--- src/rtl/tlk2711_tx_pattern_gen_if.sv ---
// Write-side bus from the pattern generator into the TLK2711 TX FIFO.
// A word moves on every clock edge where o_valid and i_ready are both high; while
// o_valid is high and i_ready is low, o_data/o_last stay constant and o_valid holds.
interface tlk2711_tx_pattern_gen_if;
  logic        o_valid;
  logic [63:0] o_data;
  logic        o_last;
  logic        i_ready;

  modport master (output o_valid, output o_data, output o_last, input i_ready);
  modport slave  (input o_valid, input o_data, input o_last, output i_ready);
endinterface

--- src/rtl/tlk2711_tx_pattern_gen.sv ---
// Test-pattern producer for the TLK2711 TX FIFO self-check: framed ramp words,
// a tail word per frame, a frame count per run and a fixed inter-frame gap.
module tlk2711_tx_pattern_gen #(
  parameter int          LEN_MODE3   = 5376,
  parameter int          LEN_DEFAULT = 434,
  parameter int          GAP_CYCLES  = 16,
  parameter logic [63:0] TAIL_WORD   = 64'hFFFF_FFFF_FFFF_FFFF
) (
  input  logic                             clk,
  input  logic                             rst_n,
  input  logic                             i_soft_rst,
  input  logic                             i_gen_ena,
  input  logic                             i_tx_start,
  input  logic [2:0]                       i_tx_mode,
  input  logic [15:0]                      i_frame_num,
  tlk2711_tx_pattern_gen_if.master         tx,
  output logic                             o_busy,
  output logic                             o_done,
  output logic [15:0]                      o_frame_cnt,
  output logic [2:0]                       o_state
);

  typedef enum logic [2:0] {S_IDLE, S_LOAD, S_SEND, S_GAP, S_DONE} state_t;

  localparam logic [15:0] LEN3     = 16'(LEN_MODE3);
  localparam logic [15:0] LEN_DEF  = 16'(LEN_DEFAULT);
  localparam logic [15:0] GAP_LAST = 16'(GAP_CYCLES - 1);

  state_t      state, state_next;
  logic        start_q, start_r, start_p;
  logic [15:0] len, len_next;
  logic [15:0] num, num_next;
  logic [15:0] gen, gen_next;
  logic [15:0] word_cnt, word_next;
  logic [15:0] frame_cnt, frame_next;
  logic [15:0] gap_cnt, gap_next;
  logic        send, tail, xfer;

  // start_q samples the pin; the edge is taken between start_q and start_r,
  // so a start first seen at edge N reaches LOAD at N+1.
  assign start_p = start_q & ~start_r;
  assign send    = (state == S_SEND);
  assign tail    = (word_cnt == len);
  assign xfer    = send & tx.i_ready;

  always_ff @(posedge clk or negedge rst_n) begin
    if (!rst_n)          state <= S_IDLE;
    else if (i_soft_rst) state <= S_IDLE;
    else                 state <= state_next;
  end

  always_comb begin
    state_next = state;
    len_next   = len;
    num_next   = num;
    gen_next   = gen;
    word_next  = word_cnt;
    frame_next = frame_cnt;
    gap_next   = gap_cnt;
    if (!i_gen_ena) begin
      if (state != S_IDLE) begin
        state_next = S_IDLE;
        gen_next   = 16'h0001;
        word_next  = 16'd0;
      end
    end else begin
      case (state)
        S_IDLE: if (start_p) state_next = S_LOAD;
        S_LOAD: begin
          len_next   = (i_tx_mode == 3'd3) ? LEN3 : LEN_DEF;
          num_next   = i_frame_num;
          gen_next   = 16'h0001;
          word_next  = 16'd0;
          frame_next = 16'd0;
          state_next = S_SEND;
        end
        S_SEND: begin
          if (xfer) begin
            if (!tail) begin
              word_next = word_cnt + 16'd1;
              gen_next  = gen + 16'h0202;
            end else begin
              frame_next = frame_cnt + 16'd1;
              gen_next   = 16'h0001;
              word_next  = 16'd0;
              gap_next   = 16'd0;
              if ((num != 16'd0) && (frame_cnt + 16'd1 == num)) state_next = S_DONE;
              else if (GAP_CYCLES == 0)                         state_next = S_SEND;
              else                                              state_next = S_GAP;
            end
          end
        end
        S_GAP: begin
          if (gap_cnt == GAP_LAST) state_next = S_SEND;
          else                     gap_next   = gap_cnt + 16'd1;
        end
        S_DONE:  state_next = S_IDLE;
        default: state_next = S_IDLE;
      endcase
    end
  end

  always_ff @(posedge clk or negedge rst_n) begin
    if (!rst_n) begin
      start_q   <= 1'b0;
      start_r   <= 1'b0;
      len       <= LEN_DEF;
      num       <= 16'd0;
      gen       <= 16'h0001;
      word_cnt  <= 16'd0;
      frame_cnt <= 16'd0;
      gap_cnt   <= 16'd0;
    end else if (i_soft_rst) begin
      start_q   <= 1'b0;
      start_r   <= 1'b0;
      len       <= LEN_DEF;
      num       <= 16'd0;
      gen       <= 16'h0001;
      word_cnt  <= 16'd0;
      frame_cnt <= 16'd0;
      gap_cnt   <= 16'd0;
    end else begin
      start_q   <= i_tx_start;
      start_r   <= start_q;
      len       <= len_next;
      num       <= num_next;
      gen       <= gen_next;
      word_cnt  <= word_next;
      frame_cnt <= frame_next;
      gap_cnt   <= gap_next;
    end
  end

  // Data is forced to zero outside SEND so an abort or reset clears the bus at once.
  assign tx.o_valid  = send;
  assign tx.o_last   = send & tail;
  assign tx.o_data   = !send ? 64'd0 : (tail ? TAIL_WORD : {4{gen}});
  assign o_busy      = (state != S_IDLE);
  assign o_done      = (state == S_DONE);
  assign o_frame_cnt = frame_cnt;
  assign o_state     = state;

endmodule
--- src/flat_wrapper.sv ---
// flat-port wrapper written by rule: the top's interface ports become plain ports
module tlk2711_tx_pattern_gen_flat 
#(
  parameter int          LEN_MODE3   = 5376,
  parameter int          LEN_DEFAULT = 434,
  parameter int          GAP_CYCLES  = 16,
  parameter logic [63:0] TAIL_WORD   = 64'hFFFF_FFFF_FFFF_FFFF
)
  (clk, rst_n, i_soft_rst, i_gen_ena, i_tx_start, i_tx_mode, i_frame_num, o_busy, o_done, o_frame_cnt, o_state, tx_o_valid, tx_o_data, tx_o_last, tx_i_ready);
  tlk2711_tx_pattern_gen_if tx_i ();
  input  logic clk;
  input  logic rst_n;
  input  logic i_soft_rst;
  input  logic i_gen_ena;
  input  logic i_tx_start;
  input  logic [2:0] i_tx_mode;
  input  logic [15:0] i_frame_num;
  output logic o_busy;
  output logic o_done;
  output logic [15:0] o_frame_cnt;
  output logic [2:0] o_state;
  output wire logic [$bits(tx_i.o_valid)-1:0] tx_o_valid;
  output wire logic [$bits(tx_i.o_data)-1:0] tx_o_data;
  output wire logic [$bits(tx_i.o_last)-1:0] tx_o_last;
  input wire logic [$bits(tx_i.i_ready)-1:0] tx_i_ready;
  assign tx_o_valid = tx_i.o_valid;
  assign tx_o_data = tx_i.o_data;
  assign tx_o_last = tx_i.o_last;
  assign tx_i.i_ready = tx_i_ready;
  tlk2711_tx_pattern_gen #(.LEN_MODE3(LEN_MODE3), .LEN_DEFAULT(LEN_DEFAULT), .GAP_CYCLES(GAP_CYCLES), .TAIL_WORD(TAIL_WORD)) u_core (.clk(clk), .rst_n(rst_n), .i_soft_rst(i_soft_rst), .i_gen_ena(i_gen_ena), .i_tx_start(i_tx_start), .i_tx_mode(i_tx_mode), .i_frame_num(i_frame_num), .tx(tx_i), .o_busy(o_busy), .o_done(o_done), .o_frame_cnt(o_frame_cnt), .o_state(o_state));
endmodule
--- config.mk ---
export PLATFORM = sky130hd
export DESIGN_NAME = tlk2711_tx_pattern_gen_flat
export DESIGN_NICKNAME = d
export VERILOG_FILES = /design/src/rtl/tlk2711_tx_pattern_gen_if.sv /design/src/rtl/tlk2711_tx_pattern_gen.sv /design/src/flat_wrapper.sv
export SDC_FILE = /design/constraint.sdc
export NUM_CORES = 1
export LEC_CHECK = 0
export BUFFER_PORTS_ARGS = -buffer_cell sky130_fd_sc_hd__buf_2
export CAP_MARGIN = 20
export CORE_MARGIN = 2
export CORE_UTILIZATION = 40
export DETAILED_ROUTE_END_ITERATION = 8
export PLACE_DENSITY = 0.68
export SLEW_MARGIN = 0
export SYNTH_ARGS = -nofsm -noshare
export SYNTH_HDL_FRONTEND = slang
export SYNTH_SLANG_ARGS = --single-unit
--- constraint.sdc ---
create_clock -name clk -period 6.67 [get_ports clk]
set_input_delay 0 -clock clk [delete_from_list [all_inputs] [get_ports clk]]
set_output_delay 0 -clock clk [all_outputs]
set_load 0.05 [all_outputs]
==> impl_metrics.json <==
{
  "slew_headroom": 0.515,
  "status": "complete, but fails checks",
  "hold-worst-slack_ns": -0.000545,
  "mostFrequentLayoutCell": "buf_2",
  "htreeDepth": 3,
  "die_h_um": 122,
  "ys.warnings.count": 0,
  "hold_start": "i_tx_mode[0]",
  "syn_nets": 650,
  "crit_path_max_fanout": 23,
  "total_leakage_power_nw": 3.02,
  "grt_use_total": 0.193,
  "wl_met3_um": 712,
  "row_count": 42,
  "drive_above_1_share": 0.223,
  "route.detailed.drc": 0,
  "clockBufferDepth": 2,
  "rsz0062_at_grt": "false",
  "rr_endpoint": "u_core.gap_cnt[12]",
  "cp_data_arrival_time_ns": 3.14,
  "synthCells": 621,
  "worstSetupPathType": "flop to flop",
  "hold_class": "primary input to flop",
  "clock_latency_ns": 0.35,
  "async_flop_share": 1.00,
  "dieArea_mm2": 0.0148,
  "nFillCells": 1268,
  "postSynthAreaPerCell_um2": 8.91,
  "required_ns": 6.90,
  "post-cts-setup-buffer-count": 0,
  "setup_violations": 0,
  "detail-route-antenna-nets": 0,
  "final_cell_mix": "buf_2 (111), nor2_1 (102), dfrtp_1 (85)",
  "vias": 4812,
  "reg2regPathDepth": 8,
  "grt_max_degree": 50,
  "ys_ff_latch": 87,
  "ys_types": 63,
  "start_util": 0.414,
  "max-cap-violations": 0,
  "wl_met1_mm": 6.15,
  "final_net_count": 716,
  "hold_depth": 4,
  "cts.sinks": 87,
  "diodes": 0,
  "grt_antenna_before_repair": 2,
  "failed_checks": "negative hold slack",
  "fmax_ghz": 0.344,
  "portBuffers": 111,
  "cts_buffers": 9,
  "dr.pass1.iters": 4,
  "gp_congestion": 0.907,
  "ir_drop_v": 0.000141,
  "grt_pass1_vias": 4589,
  "total_power_mw": 1.11,
  "synth_area_mm2": 0.00553,
  "fin_skew_ns": 0.00627,
  "die_x_um": 122,
  "reg2reg_setup_slack_ns": 3.76,
  "viasPerCell": 5.54,
  "worstHoldEndpoint": "u_core.len[7]",
  "syn_to_final_growth_pct": 14.1,
  "post-route-min-period_ns": 2.91,
  "routedWlPerCell_um": 15.5,
  "power_density_mw_per_mm2": 175,
  "tightest_slew_ns": 0.726,
  "core_mm2": 0.0133,
  "final_cell_count_no_fill": 868,
  "cts_tree": "done",
  "synth-seq-area-share": 0.394,
  "cts-root-buf": "clkbuf_16",
  "synth_edf_count": 0,
  "dp_cells": 831,
  "crit_path_end_kind": "flop",
  "synth_top_flop_cell": "dfrtp_1",
  "drt-total-wl_mm": 13.4,
  "grt_pass1_wl_mm": 22.8,
  "drt-initial-drc-count": 377,
  "overflow": 0,
  "period_share": 0.436,
  "top_layer_used": "met5",
  "hpwl_mm": 9.66,
  "timing.rr.start": "u_core.o_state[0]",
  "path_clk_slew_ns": 0.06,
  "ios": 112,
  "met2_length_mm": 6.24,
  "cp-start-kind": "flop",
  "drv_slew": 0,
  "setup_tns_ns": 0,
  "hold_violations": 1
}
how the worst max path moves through the flow:
stage	from	end	slack, ns	depth (start not counted)
after floorplan	u_core.word_cnt[3]	tx_o_data[21]	3.91	7
after CTS	u_core.word_cnt[3]	tx_o_data[1]	3.51	6
after global routing	u_core.o_state[0]	u_core.gap_cnt[12]	3.44	8
after detailed placement	u_core.gap_cnt[0]	u_core.gap_cnt[12]	3.53	7
after global placement	u_core.gap_cnt[0]	u_core.gap_cnt[12]	3.69	7
final	u_core.o_state[0]	u_core.gap_cnt[12]	3.76	8
Yosys cell counts, types with 2 or more instances:
cell / instances / area, um2
a21o_1: 14 / 105
mux2_2: 2 / 22.5
nand4_1: 13 / 81.3
buf_4: 52 / 390
o2111ai_1: 4 / 35.0
nor4b_1: 5 / 43.8
o2bb2ai_1: 4 / 35.0
ha_1: 4 / 50.1
and4_1: 4 / 35.0
and3_1: 10 / 62.6
a31oi_1: 5 / 31.3
inv_1: 13 / 48.8
nand3_1: 19 / 95.1
buf_2: 9 / 45.0
or2_2: 2 / 12.5
nor3b_1: 11 / 82.6
nand3b_1: 5 / 37.5
and2_1: 4 / 25.0
o21ai_0: 18 / 90.1
clkbuf_1: 20 / 75.1
nor2b_1: 6 / 37.5
dfstp_2: 2 / 52.6
nor4_1: 21 / 131
a21oi_1: 15 / 75.1
a31o_2: 2 / 17.5
o211ai_1: 7 / 52.6
nor3_1: 16 / 80.1
nand2_1: 33 / 124
or4_4: 2 / 22.5
o22ai_1: 9 / 56.3
a22o_1: 18 / 158
dfrtp_1: 85 / 2130
xor2_1: 23 / 201
nand4_2: 2 / 25.0
or3_1: 6 / 37.5
nor2_1: 102 / 383
xnor2_1: 28 / 245
cell type report:
type / instances / area (um2) / area share
Tap cell: 176 / 220 / 0.0349
Multi-Input combinational cell: 440 / 2790 / 0.442
Clock buffer: 13 / 260 / 0.0413
Sequential cell: 87 / 2180 / 0.345
Clock inverter: 3 / 17.5 / 0.00278
Inverter: 13 / 48.8 / 0.00774
Timing Repair Buffer: 136 / 791 / 0.125
repair_timing:
action	CTS	global route
resized for setup	0	0
hold buffers	19	0
endpoints found under the hold margin	57	0
critical path: stages, from the launching register on:
cell and delay, ns:
dfrtp_1 0.48, nor2_1 0.17, nand2_1 0.45, inv_1 0.37, nand3_1 0.16, nor4_4 0.33, nor2_1 0.24, a21oi_1 0.22
mux2_2 0.35
layer usage:
| layer | global-route usage | vias to the layer above |
|---|---|---|
| met5 | 0 | - |
| met4 | 0.0876 | 4 |
| met3 | 0.0403 | 31 |
| met2 | 0.295 | 130 |
| met1 | 0.265 | 2353 |
| li1 | - | 2294 |
state kept, by name, indices dropped and copies added, names as in the netlist, 2 cells and up:
register	cells
u_core.num	16
u_core.o_frame_cnt	16
u_core.word_cnt	16
u_core.gap_cnt	16
u_core.o_state	3
u_core.gen	16
u_core.len	2
cells by family (layout without fill, tap and decap cells):
family	after synthesis	after routing	synth area share
AOI/OAI and AO/OA	109	109	0.142
DFF	87	87	0.394
muxes	4	4	0.00837
and+or+nand+nor	271	271	0.261
adders and majority gates	4	4	0.00905
xor gates and xnor gates	52	52	0.0851
buffers and inverters	94	165	0.101
through the flow:
| step | hold slack [ns] | area [um2] | utilization | setup slack (ns) |
|---|---|---|---|---|
| global placement | 0.00205 | 5830 | 0.437 | 3.69 |
| global route | 0.0521 | 6310 | 0.473 | 3.44 |
| floorplan | -0.296 | 5530 | - | 3.91 |
| detailed placement | 0.00995 | 5830 | 0.437 | 3.53 |
| finish | -0.000545 | 6310 | 0.473 | 3.76 |
| CTS | 0.000887 | 6300 | 0.472 | 3.51 |
power by group:
part	internal, mW	leakage (nW)	switching, mW	total, mW
registers	0.533	1.20	0.00697	0.540
clock network	0.272	0.136	0.203	0.475
logic	0.0327	1.68	0.0588	0.0915
total	0.838	3.02	0.269	1.11
No activity file was read; power rests on OpenSTA's default activity.
